==> src/rtl/sprite_anchor_arbiter.sv <==
// Round-robin arbiter that shares the sprite anchor table write port between
// NUM_REQ requesters. Each granted update is held until the VGA column reaches
// horizontal blanking, so anchors never change part-way through a line.
module sprite_anchor_arbiter #(
  parameter int NUM_REQ     = 4,
  parameter int NUM_SPRITES = 32,
  parameter int BLANK_START = 640
) (
  input  logic                  clk_75,
  input  logic                  reset,
  input  logic [9:0]            column,
  input  logic [NUM_REQ-1:0]    req,
  input  logic [NUM_REQ*5-1:0]  sp_num_bus,
  input  logic [NUM_REQ*19-1:0] ancora_bus,
  output logic [NUM_REQ-1:0]    ack,
  output logic                  err,
  output logic [4:0]            addr_out,
  output logic [18:0]           ancora_out,
  output logic                  ancora_wren_n,
  output logic                  busy
);

  localparam int IDX_W = $clog2(NUM_REQ);

  typedef enum logic [1:0] {IDLE, WAIT_BLANK, WRITE, ACK} state_t;

  state_t           state;
  logic [IDX_W-1:0] rr_ptr;
  logic [IDX_W-1:0] grant_q;
  logic [IDX_W-1:0] grant_sel;
  logic [IDX_W-1:0] rr_next;
  logic [IDX_W-1:0] cand;
  logic             grant_found;
  logic [4:0]       sp_arr  [NUM_REQ];
  logic [18:0]      anc_arr [NUM_REQ];
  logic [4:0]       sp_sel;
  logic [18:0]      anc_sel;
  logic [4:0]       sp_q;
  logic [18:0]      anc_q;
  logic             in_blank;
  logic             sp_bad;

  // One-hot acknowledge for the latched grant index.
  function automatic logic [NUM_REQ-1:0] grant_mask(input logic [IDX_W-1:0] g);
    grant_mask    = '0;
    grant_mask[g] = 1'b1;
  endfunction

  for (genvar i = 0; i < NUM_REQ; i++) begin : g_unpack
    assign sp_arr[i]  = sp_num_bus[i*5 +: 5];
    assign anc_arr[i] = ancora_bus[i*19 +: 19];
  end

  // Round-robin search: first requesting port at or after rr_ptr, wrapping.
  always_comb begin
    grant_sel   = '0;
    grant_found = 1'b0;
    sp_sel      = '0;
    anc_sel     = '0;
    cand        = '0;
    for (int k = 0; k < NUM_REQ; k++) begin
      cand = IDX_W'((int'(rr_ptr) + k) % NUM_REQ);
      if (!grant_found && req[cand]) begin
        grant_found = 1'b1;
        grant_sel   = cand;
        sp_sel      = sp_arr[cand];
        anc_sel     = anc_arr[cand];
      end
    end
  end

  assign rr_next  = IDX_W'((int'(grant_sel) + 1) % NUM_REQ);
  assign in_blank = (int'(column) >= BLANK_START);
  assign sp_bad   = (int'(sp_q) >= NUM_SPRITES);

  // Capture the winning request's payload; later input changes are ignored.
  always_ff @(posedge clk_75) begin
    if (state == IDLE && grant_found) begin
      sp_q  <= sp_sel;
      anc_q <= anc_sel;
    end
  end

  // Transaction FSM: grant, wait for blanking, single write, acknowledge.
  always_ff @(posedge clk_75 or posedge reset) begin
    if (reset) begin
      state         <= IDLE;
      rr_ptr        <= '0;
      grant_q       <= '0;
      ack           <= '0;
      err           <= 1'b0;
      addr_out      <= '0;
      ancora_out    <= '0;
      ancora_wren_n <= 1'b1;
      busy          <= 1'b0;
    end else begin
      case (state)
        IDLE: begin
          if (grant_found) begin
            grant_q <= grant_sel;
            rr_ptr  <= rr_next;
            busy    <= 1'b1;
            state   <= WAIT_BLANK;
          end
        end
        WAIT_BLANK: begin
          if (sp_bad) begin
            ack   <= grant_mask(grant_q);
            err   <= 1'b1;
            state <= ACK;
          end else if (in_blank) begin
            addr_out      <= sp_q;
            ancora_out    <= anc_q;
            ancora_wren_n <= 1'b0;
            state         <= WRITE;
          end
        end
        WRITE: begin
          ancora_wren_n <= 1'b1;
          ack           <= grant_mask(grant_q);
          err           <= 1'b0;
          state         <= ACK;
        end
        ACK: begin
          ack   <= '0;
          err   <= 1'b0;
          busy  <= 1'b0;
          state <= IDLE;
        end
        default: state <= IDLE;
      endcase
    end
  end

endmodule

==> config.mk <==
export PLATFORM = sky130hd
export DESIGN_NAME = sprite_anchor_arbiter
export DESIGN_NICKNAME = d
export VERILOG_FILES = /design/src/rtl/sprite_anchor_arbiter.sv
export SDC_FILE = /design/constraint.sdc
export NUM_CORES = 1
export LEC_CHECK = 0
export BUFFER_PORTS_ARGS = -buffer_cell sky130_fd_sc_hd__buf_2
export CAP_MARGIN = 20
export CORE_MARGIN = 8
export CORE_UTILIZATION = 43
export CTS_CLUSTER_SIZE = 24
export DETAILED_ROUTE_END_ITERATION = 6
export HOLD_SLACK_MARGIN = 0.03
export MAX_ROUTING_LAYER = met4
export PLACE_DENSITY = 0.78
export SYNTH_ARGS = -nofsm -noshare
export SYNTH_HDL_FRONTEND = slang
export SYNTH_SLANG_ARGS = --single-unit
==> constraint.sdc <==
create_clock -name clk_75 -period 1.9 [get_ports clk_75]
set_input_delay 0.19 -clock clk_75 [delete_from_list [all_inputs] [get_ports clk_75]]
set_output_delay 0.19 -clock clk_75 [all_outputs]
set_load 0.05 [all_outputs]
* After elaboration in Yosys (flattened, before gate mapping) *
Cells that the tools add are included.
Widths: inputs -> output; s select.

word-level totals
  flip-flop bits (word level) = 60
  latch bits = 0
  RAM bits = 0
  bits in read-only memories = 0
  logic and storage cells = 109
  memories = 0

operators by class
  add/subtract/negate cells = 4
  multipliers = 0
  divide/modulo/power cells = 0
  magnitude comparators = 11
  equality and inequality tests = 5
  shift-type cells = 0
  mux-type cells = 58
  bitwise gates (word level) = 4
  reductions and logical operators = 17

operators by type and width
  kind                  number
  $mux 19               12
  $bmux 19 s2           4
  $mux 5                12
  $bmux 5 s2            4
  $lt 2x3->1 const B    5
  $ge 3x3->1 const B    4
  $mux 2                6
  $not 2->3             4
  $mux 1                11
  $ge 10x10->1 const B  1
  $reduce_and 2->1      5
  $bmux 1 s2            4
  $pmux 2 s4            1
  $pmux 4 s2            1
  $reduce_bool 2->1     3
  $logic_and 1x1->1     5
  $add 2x1->2 const B   2
  $add 2x2->2 const B   2
  $eq 2x2->1 const B    2
  $ne 2x2->1 const B    2
  $pmux 1 s2            2
  $logic_not 1->1       3
  $demux 1 s2           1
  $eq 2x1->1 const B    1
  other kinds (2)       2

* Depth between registers and ports, before layout *
  depth after elaboration = 14
  mapped depth = 7

* Worst setup path before layout *
No wires, ideal clock.

  path kind = register -> register
  from = register rr_ptr[1]
  to = register anc_q[0], data pin
  arrival time = 1.637 ns
  setup slack = -0.007 ns
  cell stages (with the launch flop) = 7
  clock period less this slack = 1.907 ns
  cells stage by stage = dfrtp_1 -> buf_2 -> clkbuf_1 -> mux4_2 -> and2_1 -> a221oi_2 -> o221ai_2

between the ends
  word-level cells in the longest chain between the ends = 12

ends and longest elaborated chain
  what                                                  line  text
  start: declaration                                    28    logic [IDX_W-1:0] rr_ptr;
  start signal: assignment                              101   rr_ptr <= rr_next;
  branches (longest 11 deep; another with $add 2x1->2)  --
  $mux 19 (*)                                           63    if (!grant_found && req[cand]) begin
  via anc_sel[0]                                        37    logic [18:0] anc_sel;
  end signal: assignment                                80    anc_q <= anc_sel;
  end: declaration                                      39    logic [18:0] anc_q;

Mark *: on every way through the listed nets, which the timed path passes. The select of a mux whose other input is x is not followed.
A chain may end at the register's enable or synchronous reset.

* Worst setup path in the final report *
  from = register rr_ptr[0]
  to = register sp_q[1], data pin

between the ends
  word-level cells in the longest chain between the ends = 12

ends and longest elaborated chain
  what                                                  line  text
  branches (longest 11 deep; another with $add 2x1->2)  --
  $mux 5 (*)                                            63
  via sp_sel[1]                                         36    logic [4:0] sp_sel;
  end signal: assignment                                79    sp_q <= sp_sel;
  end: declaration                                      38    logic [4:0] sp_q;

Marks and branches as above.

==> impl_metrics.py <==
metrics = {
    "run_status": {
        "status": "complete, but fails checks",
        "violations": "setup timing",
    },
    "critical_path": {
        "crit_path_frequent_cell": "buf_12",
        "crit_path_max_incr_delay_ns": 0.56,
        "path_cells": "buf_12, or3b_4, o32ai_4, buf_12, nor2_4, buf_12, o221ai_2",
        "critPathMaxFanout": 17,
        "crit_path_end_kind": "flip-flop",
        "cpMaxStageDelayCell": "dfrtp_4",
        "crit_arrival_ns": 2.23,
        "path_class": "reg -> reg",
        "cp.depth": 7,
        "required_ns": 2.06,
        "cp_top_family": "flip-flops",
        "critPathLaunchType": "flip-flop",
        "r2r_cells": 7,
        "worst-path-buf-inv": 3,
    },
    "placement": {
        "numPortBuffers": 134,
        "hpwlAfterDp_um": 11100,
        "dp.cells": 727,
        "place_congestion": 0.882,
        "placed_cell_area_um2": 6650,
    },
    "sta": {
        "fin_ws_ns": -0.167,
        "tightest_slew_ns": 0.749,
        "min_period_ns": 2.07,
        "fmax_ghz": 0.484,
        "fin_crit_sh_pct": 109,
        "rsz0062_at_grt": "true",
        "skew_ns": 0.00373,
        "hold_viol": 0,
        "max_slew_margin_pct": 50.0,
        "slew_viol_final": 0,
        "finalSetupViolCount": 24,
    },
    "synthesis": {
        "synth_top_cells_by_count": "mux2_2 (64), mux4_2 (49), dfrtp_1 (35)",
        "syn_area_um2": 5570,
        "syn_inst": 418,
        "synth_cell_types": 57,
        "yosysTopAreaCellShare_pct": 19.8,
        "synth-seq-cells": 60,
        "synth-main-ff-cell": "dfrtp_1",
        "yosysWarnings": 0,
        "synth_seq_area_share_pct": 29.1,
        "syn-num-nets": 534,
        "synth_area_leaders": "mux4_2 (20%), dfrtp_1 (16%), edfxtp_1 (13%)",
        "yosysTopAreaCell": "mux4_2",
        "synth_area_per_cell_um2": 13.3,
        "async_reset_ff_share_pct": 60.0,
        "synth-edff-count": 24,
        "yosysMostFrequentCell": "mux2_2",
    },
    "job": {
        "cap_violations": 0,
    },
    "die": {
        "core-area_um2": 12600,
        "rows": 41,
        "ios": 143,
        "die-width_um": 130,
        "start_util_pct": 44.1,
        "dieArea_um2": 16900,
        "die_h_um": 130,
    },
    "final_layout": {
        "fin_cells": 750,
        "antennaDiodeCount": 0,
        "fin_area_um2": 7080,
        "nets": 689,
        "drive_gt1_share_pct": 65.1,
        "syn_to_final_growth_pct": 27.0,
    },
    "global_routing": {
        "grt_usage_pct": 18.8,
        "grt_pass1_vias": 4924,
        "antenna_found_initial": 0,
        "grt_pass1_wl_um": 24400,
        "overflow": 0,
        "grt_max_degree": 40,
    },
    "power_and_ir_drop": {
        "powerDensity_nw_per_um2": 1680,
        "total_power_w": 0.0119,
        "ir_worst_vdd_mv": 0.686,
        "cellLeakagePower_nw": 2.97,
    },
    "detailed_routing": {
        "via_count": 4433,
        "met3_length_um": 934,
        "avgRoutedWirePerCell_um": 20.5,
        "drt_wl_total_um": 15400,
        "met2_length_um": 8000,
        "drc_errors": 0,
        "met1_length_um": 6120,
        "drt_iter0_drc": 267,
        "antenna_left": 0,
        "firstDrtPassIters": 4,
        "highest_layer": "met4",
        "routed_via_density": 5.91,
    },
    "min_path": {
        "hold_class": "in -> async",
    },
    "clock_network": {
        "cts_tree": "built",
        "ctsRootBufferMaster": "clkbuf_16",
        "clk_latency_ns": 0.32,
        "hold_buffers": 0,
        "clk_path_buf_depth": 2,
        "h-tree-depth": 3,
        "cts.reportedPaths.clkPinSlew_ns": 0.05,
        "clock_sinks": 60,
        "numCtsBuffers": 9,
    },
}
per-stage QoR:
stage	hold slack (ns)	util (%)	setup slack, ns	setup TNS (ns)
after global routing	0.0595	56.1	-0.239	-5.13
after CTS	0.0399	55.9	-0.159	-2.95
final	0.00219	56.1	-0.167	-3.36
after global placement	0.365	52.7	-0.231	-4.12
after detailed placement	0.379	52.7	-0.250	-4.41
after floorplan	0.356	-	-0.00660	-0.129
worst register-to-register path: stages, from the launching register on:
cell and delay, ns:
dfrtp_4 0.56, buf_12 0.19, or3b_4 0.42, o32ai_4 0.25, buf_12 0.16, nor2_4 0.04, buf_12 0.15, o221ai_2 0.13
state kept, by name, summed over array words and instances (netlist names), 2 cells and up:
| name | cells |
|---|---|
| rr_ptr | 2 |
| grant_q | 2 |
| ancora_out | 19 |
| ack | 4 |
| state | 2 |
| addr_out | 5 |
| sp_q | 5 |
| anc_q | 19 |
worst paths after layout:
kind / startpoint / to / slack [ns]
max in group asynchronous: reset / ancora_out[2] / 1.31
worst min register to register: anc_q[18] / ancora_out[18] / 0.48
min in group clk_75: column[9] / state[0] / 0.30
worst max-delay path: rr_ptr[0] / sp_q[1] / -0.17
worst min-delay path: reset / ancora_out[13] / 0.002
worst max register to register: rr_ptr[0] / sp_q[1] / -0.17
where the power goes:
| group | switching (W) | leakage, nW | internal, W |
|---|---|---|---|
| Sequential | 0.000412 | 0.662 | 0.00219 |
| Clock | 0.000539 | 0.125 | 0.000868 |
| Combinational | 0.00413 | 2.18 | 0.00373 |
kinds of logic (layout without fill, tap and decap cells):
group,count (synthesis),after routing,share of synthesized area (%)
other cells,1,1,0.0673
compound gates,72,72,16.6
mux,148,148,39.2
buf+inv,69,227,6.94
flops,60,60,29.1
simple gates,64,66,7.10
fa+ha+maj,4,4,0.899
cell type report:
class | count | area (um2)
Clock inverter | 4 | 17.5
Sequential cell | 60 | 1630
Timing Repair Buffer | 181 | 1230
Clock buffer | 12 | 236
Inverter | 30 | 113
Multi-Input combinational cell | 291 | 3630
Fill cell | 1060 | 5540
Tap cell | 172 | 215
placed cells by master (no fill, tap or decap), types with 4 or more instances in the layout:
cell / n
buf_2: 134
inv_1: 28
o221ai_1: 4
mux2_2: 64
edfxtp_1: 24
buf_12: 12
dfrtp_1: 33
nand2b_1: 4
clkbuf_16: 9
ha_1: 4
and2_4: 7
nand3b_1: 4
and2_1: 19
mux2i_1: 26
mux4_2: 49
mux2_1: 9
nor2b_1: 5
nor2_1: 4
o221ai_2: 20
a221oi_2: 24
buf_4: 30
nand2_1: 7
routing by layer:
metal  vias to the layer above  track usage, %
met2                       161            32.2
met1                      2241            21.6
met5                         -               -
met4                         0            8.06
li1                       2004               -
met3                        27            2.90
what timing repair did:
| item | CTS | global route |
|---|---|---|
| cloned | 3 | 0 |
| setup buffers | 3 | 1 |
| resized for setup | 14 | 2 |
| pin swaps | 7 | 1 |
| endpoints found under the setup margin | 24 | 25 |
No activity file was read; power rests on OpenSTA's default activity.
